==> config.mk <==
export PLATFORM = sky130hd
export DESIGN_NAME = fifo_uart_tx_flat
export DESIGN_NICKNAME = d
export VERILOG_FILES = /design/src/rtl/fifo_uart_tx_if.sv /design/src/rtl/fifo_uart_tx.sv /design/src/flat_wrapper.sv
export SDC_FILE = /design/constraint.sdc
export NUM_CORES = 1
export LEC_CHECK = 0
export BUFFER_PORTS_ARGS = -buffer_cell sky130_fd_sc_hd__buf_2
export CAP_MARGIN = 40
export CORE_MARGIN = 2
export CORE_UTILIZATION = 56
export CTS_CLUSTER_DIAMETER = 30
export CTS_CLUSTER_SIZE = 20
export DETAILED_ROUTE_END_ITERATION = 10
export PLACE_DENSITY_LB_ADDON = 0.2
export SETUP_SLACK_MARGIN = 0.3
export SYNTH_ARGS = -nofsm -noshare
export SYNTH_HDL_FRONTEND = slang
export SYNTH_SLANG_ARGS = --single-unit
==> constraint.sdc <==
create_clock -name clk -period 1.9 [get_ports clk]
set_clock_uncertainty 0.15 [all_clocks]
set_input_delay 0.285 -clock clk [delete_from_list [all_inputs] [get_ports clk]]
set_output_delay 0.285 -clock clk [all_outputs]
set_load 0.03 [all_outputs]
==> src/rtl/fifo_uart_tx_if.sv <==
// Read port between a sync FIFO and the UART transmitter that drains it.
// master = the reader (drives rd_en); slave = the FIFO (drives valid/data).
interface fifo_uart_tx_if #(
    parameter int WIDTH = 8
);
    logic             valid;
    logic [WIDTH-1:0] data;
    logic             rd_en;

    modport master (input valid, input data, output rd_en);
    modport slave  (output valid, output data, input rd_en);
endinterface

==> src/rtl/fifo_uart_tx.sv <==
// UART transmitter: pops one FIFO word per frame, sends start, data LSB-first,
// optional parity and stop bits, each bit exactly CLK_DIV clocks long.
module fifo_uart_tx #(
    parameter int WIDTH      = 8,
    parameter int CLK_DIV    = 16,
    parameter int PARITY_EN  = 0,
    parameter int PARITY_ODD = 0,
    parameter int STOP_BITS  = 1
) (
    input  logic           clk,
    input  logic           nrst,
    fifo_uart_tx_if.master fifo,
    output logic           tx,
    output logic           busy,
    output logic           tx_done
);
    localparam int BAUD_W = $clog2(CLK_DIV);
    localparam int BIT_W  = $clog2(WIDTH + 1);

    typedef enum logic [2:0] {IDLE, FETCH, START, DATA, PARITY, STOP} state_e;

    state_e             state_q, state_d;
    logic [BAUD_W-1:0]  baud_q, baud_d;
    logic [BIT_W-1:0]   bit_q, bit_d;
    logic [WIDTH-1:0]   sh_q, sh_d;
    logic               par_q, par_d;
    logic               tx_q, tx_d;
    logic               rd_en_q, rd_en_d;
    logic               done_q, done_d;
    logic               bit_end;

    always_comb begin
        state_d = state_q;
        bit_d   = bit_q;
        sh_d    = sh_q;
        par_d   = par_q;
        rd_en_d = 1'b0;
        done_d  = 1'b0;
        tx_d    = 1'b1;
        bit_end = (baud_q == BAUD_W'(CLK_DIV - 1));
        baud_d  = bit_end ? '0 : baud_q + 1'b1;

        case (state_q)
            IDLE: begin
                baud_d = '0;
                bit_d  = '0;
                if (fifo.valid) begin
                    rd_en_d = 1'b1;
                    state_d = FETCH;
                end
            end
            FETCH: begin
                baud_d  = '0;
                state_d = START;
            end
            START: begin
                // The registered pop lands its word one cycle after rd_en,
                // which is the first START cycle; data is not needed until DATA.
                if (baud_q == '0) begin
                    sh_d  = fifo.data;
                    par_d = (^fifo.data) ^ 1'(PARITY_ODD);
                end
                if (bit_end) begin
                    state_d = DATA;
                    bit_d   = '0;
                end
            end
            DATA: begin
                if (bit_end) begin
                    sh_d = sh_q >> 1;
                    if (bit_q == BIT_W'(WIDTH - 1)) begin
                        bit_d = '0;
                        if (PARITY_EN != 0) state_d = PARITY;
                        else                state_d = STOP;
                    end else begin
                        bit_d = bit_q + 1'b1;
                    end
                end
            end
            PARITY: begin
                if (bit_end) begin
                    state_d = STOP;
                    bit_d   = '0;
                end
            end
            STOP: begin
                if (bit_end) begin
                    if (bit_q == BIT_W'(STOP_BITS - 1)) begin
                        state_d = IDLE;
                        done_d  = 1'b1;
                    end else begin
                        bit_d = bit_q + 1'b1;
                    end
                end
            end
            default: state_d = IDLE;
        endcase

        // Line level follows the state being entered so tx stays a plain flop.
        case (state_d)
            START:   tx_d = 1'b0;
            DATA:    tx_d = sh_d[0];
            PARITY:  tx_d = par_q;
            default: tx_d = 1'b1;
        endcase
    end

    always_ff @(posedge clk) begin
        if (!nrst) begin
            state_q <= IDLE;
            baud_q  <= '0;
            bit_q   <= '0;
            sh_q    <= '0;
            par_q   <= 1'b0;
            tx_q    <= 1'b1;
            rd_en_q <= 1'b0;
            done_q  <= 1'b0;
        end else begin
            state_q <= state_d;
            baud_q  <= baud_d;
            bit_q   <= bit_d;
            sh_q    <= sh_d;
            par_q   <= par_d;
            tx_q    <= tx_d;
            rd_en_q <= rd_en_d;
            done_q  <= done_d;
        end
    end

    assign tx         = tx_q;
    assign fifo.rd_en = rd_en_q;
    assign tx_done    = done_q;
    assign busy       = (state_q != IDLE);
endmodule
==> src/flat_wrapper.sv <==
// flat-port wrapper written by rule: the top's interface ports become plain ports
module fifo_uart_tx_flat 
#(
    parameter int WIDTH      = 8,
    parameter int CLK_DIV    = 16,
    parameter int PARITY_EN  = 0,
    parameter int PARITY_ODD = 0,
    parameter int STOP_BITS  = 1
)
  (clk, nrst, tx, busy, tx_done, fifo_valid, fifo_data, fifo_rd_en);
  fifo_uart_tx_if #(.WIDTH(WIDTH)) fifo_i ();
  input  logic clk;
  input  logic nrst;
  output logic tx;
  output logic busy;
  output logic tx_done;
  input wire logic [$bits(fifo_i.valid)-1:0] fifo_valid;
  input wire logic [$bits(fifo_i.data)-1:0] fifo_data;
  output wire logic [$bits(fifo_i.rd_en)-1:0] fifo_rd_en;
  assign fifo_i.valid = fifo_valid;
  assign fifo_i.data = fifo_data;
  assign fifo_rd_en = fifo_i.rd_en;
  fifo_uart_tx #(.WIDTH(WIDTH), .CLK_DIV(CLK_DIV), .PARITY_EN(PARITY_EN), .PARITY_ODD(PARITY_ODD), .STOP_BITS(STOP_BITS)) u_core (.clk(clk), .nrst(nrst), .fifo(fifo_i), .tx(tx), .busy(busy), .tx_done(tx_done));
endmodule
* Word-level counts from Yosys, hierarchy flattened
Cells that the tools add are included.
Word-level totals: output and inout bits 4, logic and storage cells 61, bits of input ports 11, memory bits (read-only) 0, memory bits (writable) 0, latch bits 0, memories kept 0, register bits after elaboration 23
Operators by class: shifts and indexed selects 0, reduce and logical (&&, ||, !) cells 14, divide/modulo/power cells 0, eq/ne operators 15, multiply operators 0, $add $sub $neg 2, multiplexer cells 20, bitwise logic cells 1, $lt $le $gt $ge 0
Operator list (count):
- 2-to-1 mux 3 bit | 7
- 2-to-1 mux 4 bit | 5
- case mux 3 bit (6 select lines) | 1
- 2-to-1 mux 8 bit | 2
- case mux 4 bit (4 select lines) | 1
- case mux 8 bit (2 select lines) | 1
- == test 3 x 2 -> 1 bit (second input constant) | 4
- == test 3 bit (second input constant) | 3
- adder 4 x 1 -> 4 bit (second input constant) | 2
- logical NOT 4 bit | 2
- != test 2 x 1 -> 1 bit (second input constant) | 4
- parity 8 bit | 1
- AND reduction 3 bit | 2
- AND reduction 5 bit | 1
- == test 4 x 3 -> 1 bit (second input constant) | 1
- == test 4 bit (second input constant) | 1
- AND reduction 2 bit | 2
- nonzero test 4 bit | 1
- OR reduction 4 bit | 1
- == test 3 x 1 -> 1 bit (second input constant) | 1
- logical NOT 3 bit | 1
- case mux 1 bit (3 select lines) | 1
- nonzero test 3 bit | 1
- 2-to-1 mux 1 bit | 2
- 4 further kinds | 4

* Longest topological paths before layout
word-level depth 6, gate-level depth with buffers 7, gate-level depth less buffers 6

* Least setup slack after synthesis
No wires, ideal clock.
path type reg2reg, from reg u_core.baud_q[0], to reg u_core.tx_q (netlist: u_core.tx), arrival 1.424 ns, path buffers 2, setup time 0.136 ns, clock period less this slack 1.710 ns, data required time 1.614 ns, setup slack 0.190 ns, cell stages (with the launch flop) 8, path through dfxtp_1 -> ha_1 -> and3_1 -> buf_6 -> and2_4 -> buf_6 -> a221oi_2 -> a32oi_1
On the way: cells in the longest elaborated chain, start to end 5, elaborated cells on any way between the ends 14, those cells by class 4 x eq/ne; 9 x mux; 1 x reduce/logical
Ends and longest elaborated chain:
- start: declaration | line fifo_uart_tx.sv:23 | logic [BAUD_W-1:0] baud_q, baud_d;
- start signal: assignment | line fifo_uart_tx.sv:120 | baud_q <= baud_d;
- == test 4 bit | line fifo_uart_tx.sv:40 | bit_end = (baud_q == BAUD_W'(CLK_DIV - 1));
- 2-to-1 mux 3 bit, on equally long branches
- case mux 3 bit (6 select lines) | line fifo_uart_tx.sv:43 | case (state_q)
- == test 3 bit or == test 3 x 2 -> 1 bit (tied branches) | line fifo_uart_tx.sv:100 | case (state_d)
- case mux 1 bit (3 select lines) (*) | line fifo_uart_tx.sv:100
- end signal: assignment | line fifo_uart_tx.sv:124 | tx_q <= tx_d;
- end: declaration | line fifo_uart_tx.sv:27 | logic tx_q, tx_d;
Mark *: on every way between the ends. The rest lies on a longest branch, timed or not. The select of a mux whose other input is x is not followed. A chain may end at the register's enable or synchronous reset.

* Worst setup path in the final report
from reg u_core.state_q[2], to out busy
On the way: cells in the longest elaborated chain, start to end 1
Ends and longest elaborated chain:
- start: declaration | line fifo_uart_tx.sv:22 | state_e state_q, state_d;
- start signal: assignment | line fifo_uart_tx.sv:119 | state_q <= state_d;
- nonzero test 3 bit | line fifo_uart_tx.sv:133 | assign busy = (state_q != IDLE);
- end: declaration | line flat_wrapper.sv:15 | output logic busy;
No other way between the ends.

==> results by group <==
Status
  – Status: completed

GRT
  – Initial antenna violation count: 0
  – GRT overflow: 0
  – Vias in the first global route: 1101
  – First-pass GRT wire length: 4970 microns
  – Total track usage: about a quarter
  – Largest net degree at the start of global routing: 15

Die
  – Placeable Area: 2190 sq um
  – Starting density of the core: 58.8%
  – Num rows: 17
  – Die width: between 50 and 60 microns
  – Die height: 52.0 microns
  – # IOs: 15
  – Area of the die: 2700 sq um

CTS
  – H-Tree Depth: 1
  – Worst-path clk slew: 130 ps
  – CTS max path bufs: 2
  – Clock root buffer: clkbuf_4
  – CTS buffer count: 3
  – Post-CTS Hold Fix Bufs: 0
  – CTS tree: yes
  – Worst-Skew Late Latency: 320 ps
  – Clock sinks: 23

Power and ir drop
  – Clk pwr share: 23.5%
  – Reg power frac: 52.3%
  – Power per cell area: between 500 and 600 nW/um^2
  – LEAKAGE: slightly below 0.6 nW
  – Max VDD drop: approximately 560 uV
  – Switching share of power: 30.7%
  – Net Sw Power: 0.306 mW
  – Power Internal: 0.691 mW
  – Comb power frac: 24.2%

Job
  – Max Cap Viol: 0

Logic synthesis
  – Synth Warn #: 0
  – Ys async rst share: 0%
  – Yosys top cell by area: dfxtp_1
  – Distinct cells, synth: 47
  – Area contributors post-synth: dfxtp_1, xnor2_1, a22oi_1
  – Syn_area_per_cell: between 9 and 10 sq um
  – Most common cell in the synthesized netlist: dfxtp_1
  – Mapped Cells: roughly 140
  – Net count after synthesis: 154
  – Seq/Total Area, Yosys: 35.7%
  – Most used DFF post-synth: dfxtp_1
  – Commonest cells in the netlist: dfxtp_1, a21oi_1, nor2_1
  – Number of synthesized flops with an enable pin: 0
  – Cell Area, Synth: 1290 sq um
  – #FFs+latches synth: 23
  – Share of Yosys cell area claimed by the top area cell type: between 30 and 40%

STA
  – Slew @ Worst Pin: 573 ps
  – Max frequency: 598 MHz
  – Final period util: 88.0%
  – Final min period: 1670 ps
  – Max-slew violations: 0
  – RSZ-0062 raised after global routing: true
  – Final Hold Viols: 0
  – Rel. slew slack: 61.8%
  – Final setup vio count: 0
  – Setup_tns: 0 ps

Worst setup path
  – Crit Path Class: reg2out
  – Critical path arrival: 1240 ps
  – Crit path max fanout: 2
  – Crit end category: output port
  – WP data required: 1460 ps
  – Startpoint types: flop

Detailed routing
  – Drt pass-1 iters: 4
  – Initial drt markers: 29
  – Antenna-violating nets left: 0
  – Vias per cell: a little over 6
  – DRC violations left: 0
  – Routed WL: 3260 microns
  – DR WL/cell: 16.8 microns
  – Total number of vias: 1191

Finish
  – Fraction of layout cells with a size suffix above 1: 46.4%
  – Layout fillers: ~150
  – Layout area overhead: 29.9%
  – Antenna diode count: 0
  – Core Util, Final: about 76%
  – Area occupied by multi-input gates: ~900 sq um
  – FF+latch area: between 400 and 500 sq um
  – # nets final: 182

Placed design
  – Placer Congestion: 0.953
  – DPL Wire Length: 1920 microns
  – Input/output buffers: 14

Min path
  – Hold Path Class: in2reg
-- per-layer routing --
| layer | wire (microns) | global-route usage [%] |
|---|---|---|
| met1 | 1430 | 31.6 |
| met3 | 165 | 3.45 |
| met5 | 0 | 0 |
| met2 | 1650 | 41.1 |
| met4 | 14 | 8.77 |
-- path summary, 6_finish.rpt --
path | depth (start not counted) | slack (ps) | start | end
setup / recovery | 3 | 230 | u_core.state_q[2]$_SDFF_PN0_ | busy
hold / removal | 3 | 120 | nrst | u_core.par_q$_SDFFE_PN0P_
hold reg to reg | 1 | 320 | u_core.baud_q[0]$_SDFF_PP0_ | u_core.baud_q[0]$_SDFF_PP0_
setup reg to reg | 5 | 250 | u_core.state_q[0]$_SDFF_PN0_ | u_core.tx$_SDFF_PN1_
-- power by group through the flow --
stage / Combinational [mW] / Sequential, mW / Clock [mW]
6_report: 0.241 / 0.521 / 0.234
5_1_grt: 0.260 / 0.525 / 0.259
4_1_cts: 0.207 / 0.522 / 0.243
3_5_place_dp: 0.169 / 0.536 / 0
3_3_place_gp: 0.166 / 0.535 / 0
2_1_floorplan: 0.132 / 0.534 / 0
-- metrics by stage --
step	worst slack (ps)	hold WS, ps	area, sq um	cells	power [mW]
5_1_grt	197	115	1670	194	1.04
3_3_place_gp	220	293	1360	175	0.701
2_1_floorplan	298	257	1310	139	0.667
6_report	229	116	1670	194	0.996
3_5_place_dp	165	298	1360	175	0.706
4_1_cts	220	105	1550	189	0.971
-- layout make-up --
type	count	share of cell area [%]
Clock buffer	3	1.35
Clock inverter	1	0.299
Inverter	6	1.35
Multi-Input combinational cell	105	54.9
Sequential cell	23	28.9
Tap cell	28	2.09
Timing Repair Buffer	28	11.1
-- repair_timing --
action,in CTS,in global routing
buffers inserted,10,3
pin swaps,6,13
hold endpoints to repair,0,0
endpoints found under the setup margin,15,13
cloned,0,2
gates resized for setup,25,26
-- sequential cells by signal (all words and copies together) (netlist names) --
signal and cells:
u_core.bit_q 4, u_core.state_q 3, u_core.par_q 1, u_core.tx 1
u_core.fifo.rd_en 1, u_core.baud_q 4, u_core.sh_q 8, u_core.tx_done 1
-- kinds of logic after synthesis --
family	count (synthesis)	share of synthesized area, %
AOI/OAI and AO/OA	42	23.9
xor gates and xnor gates	9	6.12
adders and majority gates	5	4.66
buffers and inverters	13	6.41
DFF	23	35.7
and+or+nand+nor	47	23.2
-- cell usage in the layout (no fill, tap or decap), drive strengths merged, types with 4 or more instances in the layout --
master  count
nor2       11
and2        5
a22oi       9
a21oi      11
inv         6
o21ai       6
xnor2       8
dfxtp      23
buf        28
ha          4
nand2       7
nand3       7
-- worst max-delay path, stage by stage, from the launching register on --
cell and delay, ps:
dfxtp_2 350, buf_6 110, or3_4 320, buf_6 150
No activity file was read; power rests on OpenSTA's default activity.
